### src/rtl/npc_seq_ctrl.sv
// npc_seq_ctrl: multi-cycle sequencer for the NPC core.
// Fetches one instruction at a time, holds it stable for the combinational
// decode/execute datapath, qualifies the single write-back cycle, steps the
// PC (sequential, JAL, JALR) and stops for good on ebreak, an unsupported
// opcode or a fetch that never gets answered.
module npc_seq_ctrl #(
  parameter logic [31:0] RESET_PC      = 32'h8000_0000,
  parameter int unsigned FETCH_TIMEOUT = 255
) (
  input  logic        clk,
  input  logic        rst,
  output logic        ifu_req_valid,
  output logic [31:0] ifu_req_addr,
  input  logic        ifu_req_ready,
  input  logic        ifu_rsp_valid,
  input  logic [31:0] ifu_rsp_data,
  output logic [31:0] inst,
  output logic [31:0] pc,
  input  logic [31:0] dec_imm,
  input  logic        dec_reg_write,
  input  logic [31:0] alu_result,
  output logic        rf_wen,
  output logic        wb_pc4,
  output logic [31:0] pc_plus4,
  output logic        halted,
  output logic [1:0]  halt_code,
  output logic [31:0] instret
);

  typedef enum logic [2:0] {
    IDLE  = 3'd0,
    FETCH = 3'd1,
    WAIT  = 3'd2,
    EXEC  = 3'd3,
    WB    = 3'd4,
    HALT  = 3'd5
  } state_e;

  // Supported major opcodes; anything else stops the core as illegal.
  localparam logic [6:0] OpLui    = 7'b0110111;
  localparam logic [6:0] OpAuipc  = 7'b0010111;
  localparam logic [6:0] OpOpImm  = 7'b0010011;
  localparam logic [6:0] OpJal    = 7'b1101111;
  localparam logic [6:0] OpJalr   = 7'b1100111;
  localparam logic [31:0] Ebreak  = 32'h0010_0073;

  localparam logic [1:0] CodeEbreak  = 2'd0;
  localparam logic [1:0] CodeIllegal = 2'd1;
  localparam logic [1:0] CodeTimeout = 2'd2;

  // Last WAIT count value before giving up on the memory.
  localparam logic [7:0] TimeoutLast = 8'(FETCH_TIMEOUT - 1);

  state_e      state_q;
  logic [31:0] pc_q;
  logic [31:0] inst_q;
  logic [7:0]  wait_cnt_q;
  logic [31:0] instret_q;
  logic        halted_q;
  logic [1:0]  halt_code_q;
  logic        req_valid_q;
  logic        wb_q;
  logic        wb_pc4_q;

  logic [6:0]  opcode;
  logic [2:0]  funct3;
  logic        is_jal;
  logic        is_jalr;
  logic        is_ebreak;
  logic        is_legal;
  logic [31:0] pc_plus4_d;
  logic [31:0] npc_d;

  // Classify the latched instruction; it is stable from EXEC through WB.
  always_comb begin
    opcode    = inst_q[6:0];
    funct3    = inst_q[14:12];
    is_jal    = (opcode == OpJal);
    is_jalr   = (opcode == OpJalr) && (funct3 == 3'b000);
    is_ebreak = (inst_q == Ebreak);
    is_legal  = (opcode == OpLui) || (opcode == OpAuipc) ||
                ((opcode == OpOpImm) && (funct3 == 3'b000)) ||
                is_jal || is_jalr;
  end

  // Next-PC selection used when the WB cycle retires the instruction.
  always_comb begin
    pc_plus4_d = pc_q + 32'd4;
    npc_d      = pc_plus4_d;
    if (is_jal) begin
      npc_d = pc_q + dec_imm;
    end else if (is_jalr) begin
      npc_d = {alu_result[31:1], 1'b0};
    end
  end

  // Sequencer FSM; every strobe is registered so it lines up with its state.
  always_ff @(posedge clk or posedge rst) begin
    if (rst) begin
      state_q     <= IDLE;
      pc_q        <= RESET_PC;
      inst_q      <= '0;
      wait_cnt_q  <= '0;
      instret_q   <= '0;
      halted_q    <= 1'b0;
      halt_code_q <= CodeEbreak;
      req_valid_q <= 1'b0;
      wb_q        <= 1'b0;
      wb_pc4_q    <= 1'b0;
    end else begin
      req_valid_q <= 1'b0;
      wb_q        <= 1'b0;
      wb_pc4_q    <= 1'b0;
      case (state_q)
        IDLE: begin
          state_q     <= FETCH;
          req_valid_q <= 1'b1;
        end
        FETCH: begin
          if (ifu_req_ready) begin
            state_q    <= WAIT;
            wait_cnt_q <= '0;
          end else begin
            req_valid_q <= 1'b1;
          end
        end
        WAIT: begin
          if (ifu_rsp_valid) begin
            inst_q  <= ifu_rsp_data;
            state_q <= EXEC;
          end else if (wait_cnt_q == TimeoutLast) begin
            state_q     <= HALT;
            halted_q    <= 1'b1;
            halt_code_q <= CodeTimeout;
          end else begin
            wait_cnt_q <= wait_cnt_q + 8'd1;
          end
        end
        EXEC: begin
          if (is_ebreak) begin
            state_q     <= HALT;
            halted_q    <= 1'b1;
            halt_code_q <= CodeEbreak;
          end else if (!is_legal) begin
            state_q     <= HALT;
            halted_q    <= 1'b1;
            halt_code_q <= CodeIllegal;
          end else begin
            state_q  <= WB;
            wb_q     <= 1'b1;
            wb_pc4_q <= is_jal || is_jalr;
          end
        end
        WB: begin
          pc_q        <= npc_d;
          instret_q   <= instret_q + 32'd1;
          state_q     <= FETCH;
          req_valid_q <= 1'b1;
        end
        HALT: begin
          state_q <= HALT;
        end
        default: begin
          state_q <= IDLE;
        end
      endcase
    end
  end

  assign ifu_req_valid = req_valid_q;
  assign ifu_req_addr  = pc_q;
  assign inst          = inst_q;
  assign pc            = pc_q;
  assign pc_plus4      = pc_plus4_d;
  assign rf_wen        = wb_q & dec_reg_write;
  assign wb_pc4        = wb_pc4_q;
  assign halted        = halted_q;
  assign halt_code     = halt_code_q;
  assign instret       = instret_q;

endmodule
### config.mk
export PLATFORM = sky130hd
export DESIGN_NAME = npc_seq_ctrl
export DESIGN_NICKNAME = d
export VERILOG_FILES = /design/src/rtl/npc_seq_ctrl.sv
export SDC_FILE = /design/constraint.sdc
export NUM_CORES = 1
export LEC_CHECK = 0
export ABC_AREA = 1
export CAP_MARGIN = 20
export CORE_MARGIN = 4
export CORE_UTILIZATION = 35
export CTS_BUF_LIST = sky130_fd_sc_hd__clkbuf_2
export DETAILED_ROUTE_END_ITERATION = 6
export GPL_TIMING_DRIVEN = 0
export SYNTH_ARGS = -nofsm -noshare
export SYNTH_HDL_FRONTEND = slang
export SYNTH_SLANG_ARGS = --single-unit
### constraint.sdc
create_clock -name clk -period 9 [get_ports clk]
set_input_delay 1.8 -clock clk [delete_from_list [all_inputs] [get_ports clk]]
set_output_delay 1.8 -clock clk [all_outputs]
set_load 0.02 [all_outputs]
==> results of run 1 <==
[area by class of cell]
type | instances | share of cell area
Multi-Input combinational cell | 981 | 0.413
Sequential cell | 113 | 0.229
Timing Repair Buffer | 266 | 0.217
Inverter | 195 | 0.0598
Tap cell | 330 | 0.0335
Buffer | 57 | 0.0288
Clock inverter | 14 | 0.0107
Clock buffer | 17 | 0.00690
Antenna cell | 2 | 0.000406
[how the worst max path moves through the flow]
stage / endpoint / startpoint / slack [ns]
floorplan: halt_code[0] / rst / 4.21
global placement: ifu_req_addr[27] / rst / 2.22
detailed placement: rf_wen / dec_reg_write / 4.23
CTS: pc_plus4[12] / ifu_req_addr[3] / 3.79
global route: pc_plus4[12] / ifu_req_addr[3] / 3.64
finish: pc_plus4[12] / ifu_req_addr[3] / 3.89
[cell usage after synthesis]
cell type / count / area share
mux2_2: 25 / 0.031
o31ai_1: 3 / 0.0025
o21ai_0: 48 / 0.027
nand4_1: 19 / 0.013
buf_1: 1 / 0.00042
fa_1: 1 / 0.0022
dfstp_2: 1 / 0.0029
o21ai_1: 2 / 0.0011
dfrtp_1: 112 / 0.31
and3_1: 1 / 0.00069
nor3_1: 20 / 0.011
a22oi_1: 1 / 0.00083
xor2_2: 4 / 0.0072
nand2_1: 395 / 0.16
nand3b_1: 16 / 0.013
a31oi_1: 5 / 0.0035
ha_1: 35 / 0.049
xor2_1: 36 / 0.035
nor2_8: 1 / 0.0022
nand3_1: 82 / 0.046
xnor2_1: 13 / 0.013
nand3_2: 3 / 0.0033
or2_1: 1 / 0.00069
nor2_2: 6 / 0.0042
a21oi_1: 81 / 0.045
a41oi_1: 1 / 0.00097
o211ai_1: 3 / 0.0025
buf_4: 34 / 0.028
clkbuf_1: 11 / 0.0046
nand2_2: 5 / 0.0035
nor2_1: 150 / 0.062
a21o_1: 1 / 0.00083
o21a_1: 2 / 0.0017
nor2_4: 5 / 0.0062
nor3_2: 1 / 0.0011
o21bai_1: 5 / 0.0042
buf_2: 11 / 0.0061
nor4_1: 7 / 0.0049
or2_2: 3 / 0.0021
inv_2: 8 / 0.0033
inv_1: 187 / 0.078
[critical path, delay by kind of cell, from the launching register on]
kind | cells | cell delay, ns
buffers and inverters | 2 | 0.76
and+or+nand+nor | 3 | 0.68
DFF | 1 | 0.53
adders and majority gates | 1 | 0.34
xor gates and xnor gates | 1 | 0.29
[metal layers]
layer | global-route usage | up-vias | share of wire
met5 | 0 | - | 0.0014
met4 | 0.0822 | 6 | 0.033
met3 | 0.0617 | 70 | 0.069
met2 | 0.398 | 309 | 0.48
met1 | 0.283 | 4361 | 0.42
li1 | - | 4835 | -
[kinds of logic after synthesis]
kind of cell / count (synthesis) / synth area share
DFF: 113 / 0.314
and+or+nand+nor: 715 / 0.339
adders and majority gates: 36 / 0.0508
xor gates and xnor gates: 53 / 0.0548
AOI/OAI and AO/OA: 152 / 0.0897
muxes: 25 / 0.0312
buffers and inverters: 252 / 0.121
[metrics by stage]
stage	cell area [um2]	std cells	setup WS, ns
after global routing	12300	1975	3.64
final	12300	1975	3.89
after CTS	12300	1973	3.79
after detailed placement	12100	1942	4.23
after global placement	12100	1941	2.22
after floorplan	9010	1346	4.21
[power groups by stage]
stage	clock network (uW)	registers (uW)	logic, uW
after floorplan	0	1030	1410
after global placement	0	939	2550
after detailed placement	0	941	2570
after CTS	343	932	2580
after global routing	364	965	2810
final	329	935	2570
[flip-flops by register name, indices dropped and copies added, names as in the netlist]
signal,count
inst,32
wb_pc4,1
state_q,3
instret,32
wait_cnt_q,8
halt_code,2
ifu_req_addr,32
halted,1
wb_q,1
ifu_req_valid,1
==> results by group, run 1 <==
Clock tree
  • Setup bufs post-CTS: 0
  • CTS H-Tree Depth: 4
  • CTS Hold Bufs: 0
  • Worst-skew pair later-pin latency: 0.71 ns
  • CTS root buf: clkbuf_2
  • TritonCTS buffer count: 17
  • Clock Tree Buf Depth: 2
  • CTS tree: done
  • Clock-pin slew on the worst setup and hold paths: 0.19 ns
  • CTS resizes: 0
  • # clock sinks: between 100 and 150

Worst setup path
  • Worst r2r path cells: 11
  • Worst EP arrival: 3.31 ns
  • Critical Path Source Type: register
  • Crit-path cells: ha_1 > nand3_2 > inv_1 > nand2_1 > nor2_2 > xor2_1 > clkdlybuf4s50_1
  • Endpoint class of the critical path: output port
  • Worst R2R Setup Slack: 6.57 ns
  • Worst R2R End: ifu_req_addr[28]
  • Crit-path max cell delay: between 0.6 and 0.7 ns
  • Worst reg2reg startpoint: ifu_req_addr[0]
  • Crit Path Category: reg2out
  • Crit path max-delay cell type: clkdlybuf4s50_1
  • Crit Path Max Fanout: 6
  • Worst path required time: around 7.2 ns

Power and ir drop
  • Gate power share: 0.670
  • Max VDD drop: 0.171 mV
  • Sw power: 1980 uW
  • Power Dens Cells: 311 nW/um2
  • Total power: ~3800 uW
  • Leakage: 0.00599 uW
  • Sw Share: 0.516
  • Seq pwr share: 0.244
  • Clock network power share: 0.086
  • Internal Pwr Total: 1850 uW

Floorplan
  • Die area: 28400 um2
  • Total core area: 25300 um2
  • IO Pins: approximately 270
  • Row count: 58
  • Die Span X: approximately 170 um
  • Die Span Y: ~170 um
  • Initial cell density of the core: 0.357

Final layout
  • Final net count: 1768
  • # fillers: 2656
  • Share of layout cells above drive strength 1: 0.0846
  • Area Growth Syn to Fin: 36.8%
  • Most frequent cells in the layout: nand2_1 (395), clkdlybuf4s50_1 (265), inv_1 (186)
  • Multi-input gate area: 5100 um2
  • Commonest non-fill, non-tap cell in the layout: nand2_1
  • Final Util: 0.488
  • Register area: 2830 um2

Yosys
  • Post-synth cell types: 41
  • Avg Cell Area, Syn: about 6.7 um2
  • Post-Syn Instances: about 1300
  • Yosys reg bits: 113
  • Yosys warning count: 0
  • Syn nets: 1483
  • Seq/Total Area, Yosys: 0.314
  • Post-Syn Area: 9010 um2

Hold path
  • HP Class: reg2reg
  • Hold path endpoint: instret[31]
  • Hold Path Origin: instret[31]
  • Hold depth: 1

Detailed routing
  • Pre-antenna DRT Iters: 5
  • DRT antenna net count: 0
  • Initial DRC Count: 590
  • DR vias/cell: 4.85
  • DRC Markers: 0
  • Vias: 9581
  • Routed wire length: roughly 33000 um
  • Wire per inst: 17.0 um

Global routing
  • Largest net degree at the start of global routing: 64
  • Vias in the first global route: 9537
  • All-Layer GR Usage: 0.233
  • Initial antenna violation count: 4
  • First-pass GRT wire length: 51600 um
  • Grt ovf: 0

Place
  • Port buffer count: approximately 270
  • GPL Wtd Cong: 0.958
  • DP HPWL: 27300 um

STA
  • Final worst-path cycle share: 0.568
  • RSZ-0062 raised after global routing: no
  • Final setup vio count: 0
  • Clk_skew: 0.0363 ns
  • Relative slew margins: 0.525
  • Count of final hold-check violations: 0
  • Fmax: 0.196 GHz
  • Final worst path period need: 5.11 ns
  • Worst-margin pin slew: 0.712 ns
  • Setup TNS Final: 0 ns
  • Slew Limit Fails: 0
  • Worst hold margin: 0.495 ns

Job
  • Max-cap violation count: 0

Outcome
  • Status: completed
No activity file was read; power rests on OpenSTA's default activity.
==> run 2, diff against run 1 <==
Clock period 9 ns to 5.05 ns, I/O delays scaled along.
==> results of run 2 <==
Same layout as run 1 (identical final DEF). Status: completed.
Among the figures that moved: setup slack after placement 4.23 ns -> 1.48 ns; setup slack after layout 3.89 ns -> 0.730 ns; register-to-register setup slack 6.57 ns -> 2.62 ns; total power 3830 uW -> 6830 uW; worst IR drop on VDD 0.171 mV -> 0.305 mV
==> run 3, diff against run 2 <==
Settings changed: CTS_CLUSTER_SIZE from default to 8.
==> results of run 3 <==
Same layout as run 1 (identical final DEF). Status: completed.
Among the figures that moved: setup slack after placement 4.23 ns -> 1.48 ns; setup slack after layout 3.89 ns -> 0.730 ns; register-to-register setup slack 6.57 ns -> 2.62 ns; total power 3830 uW -> 6830 uW; worst IR drop on VDD 0.171 mV -> 0.305 mV
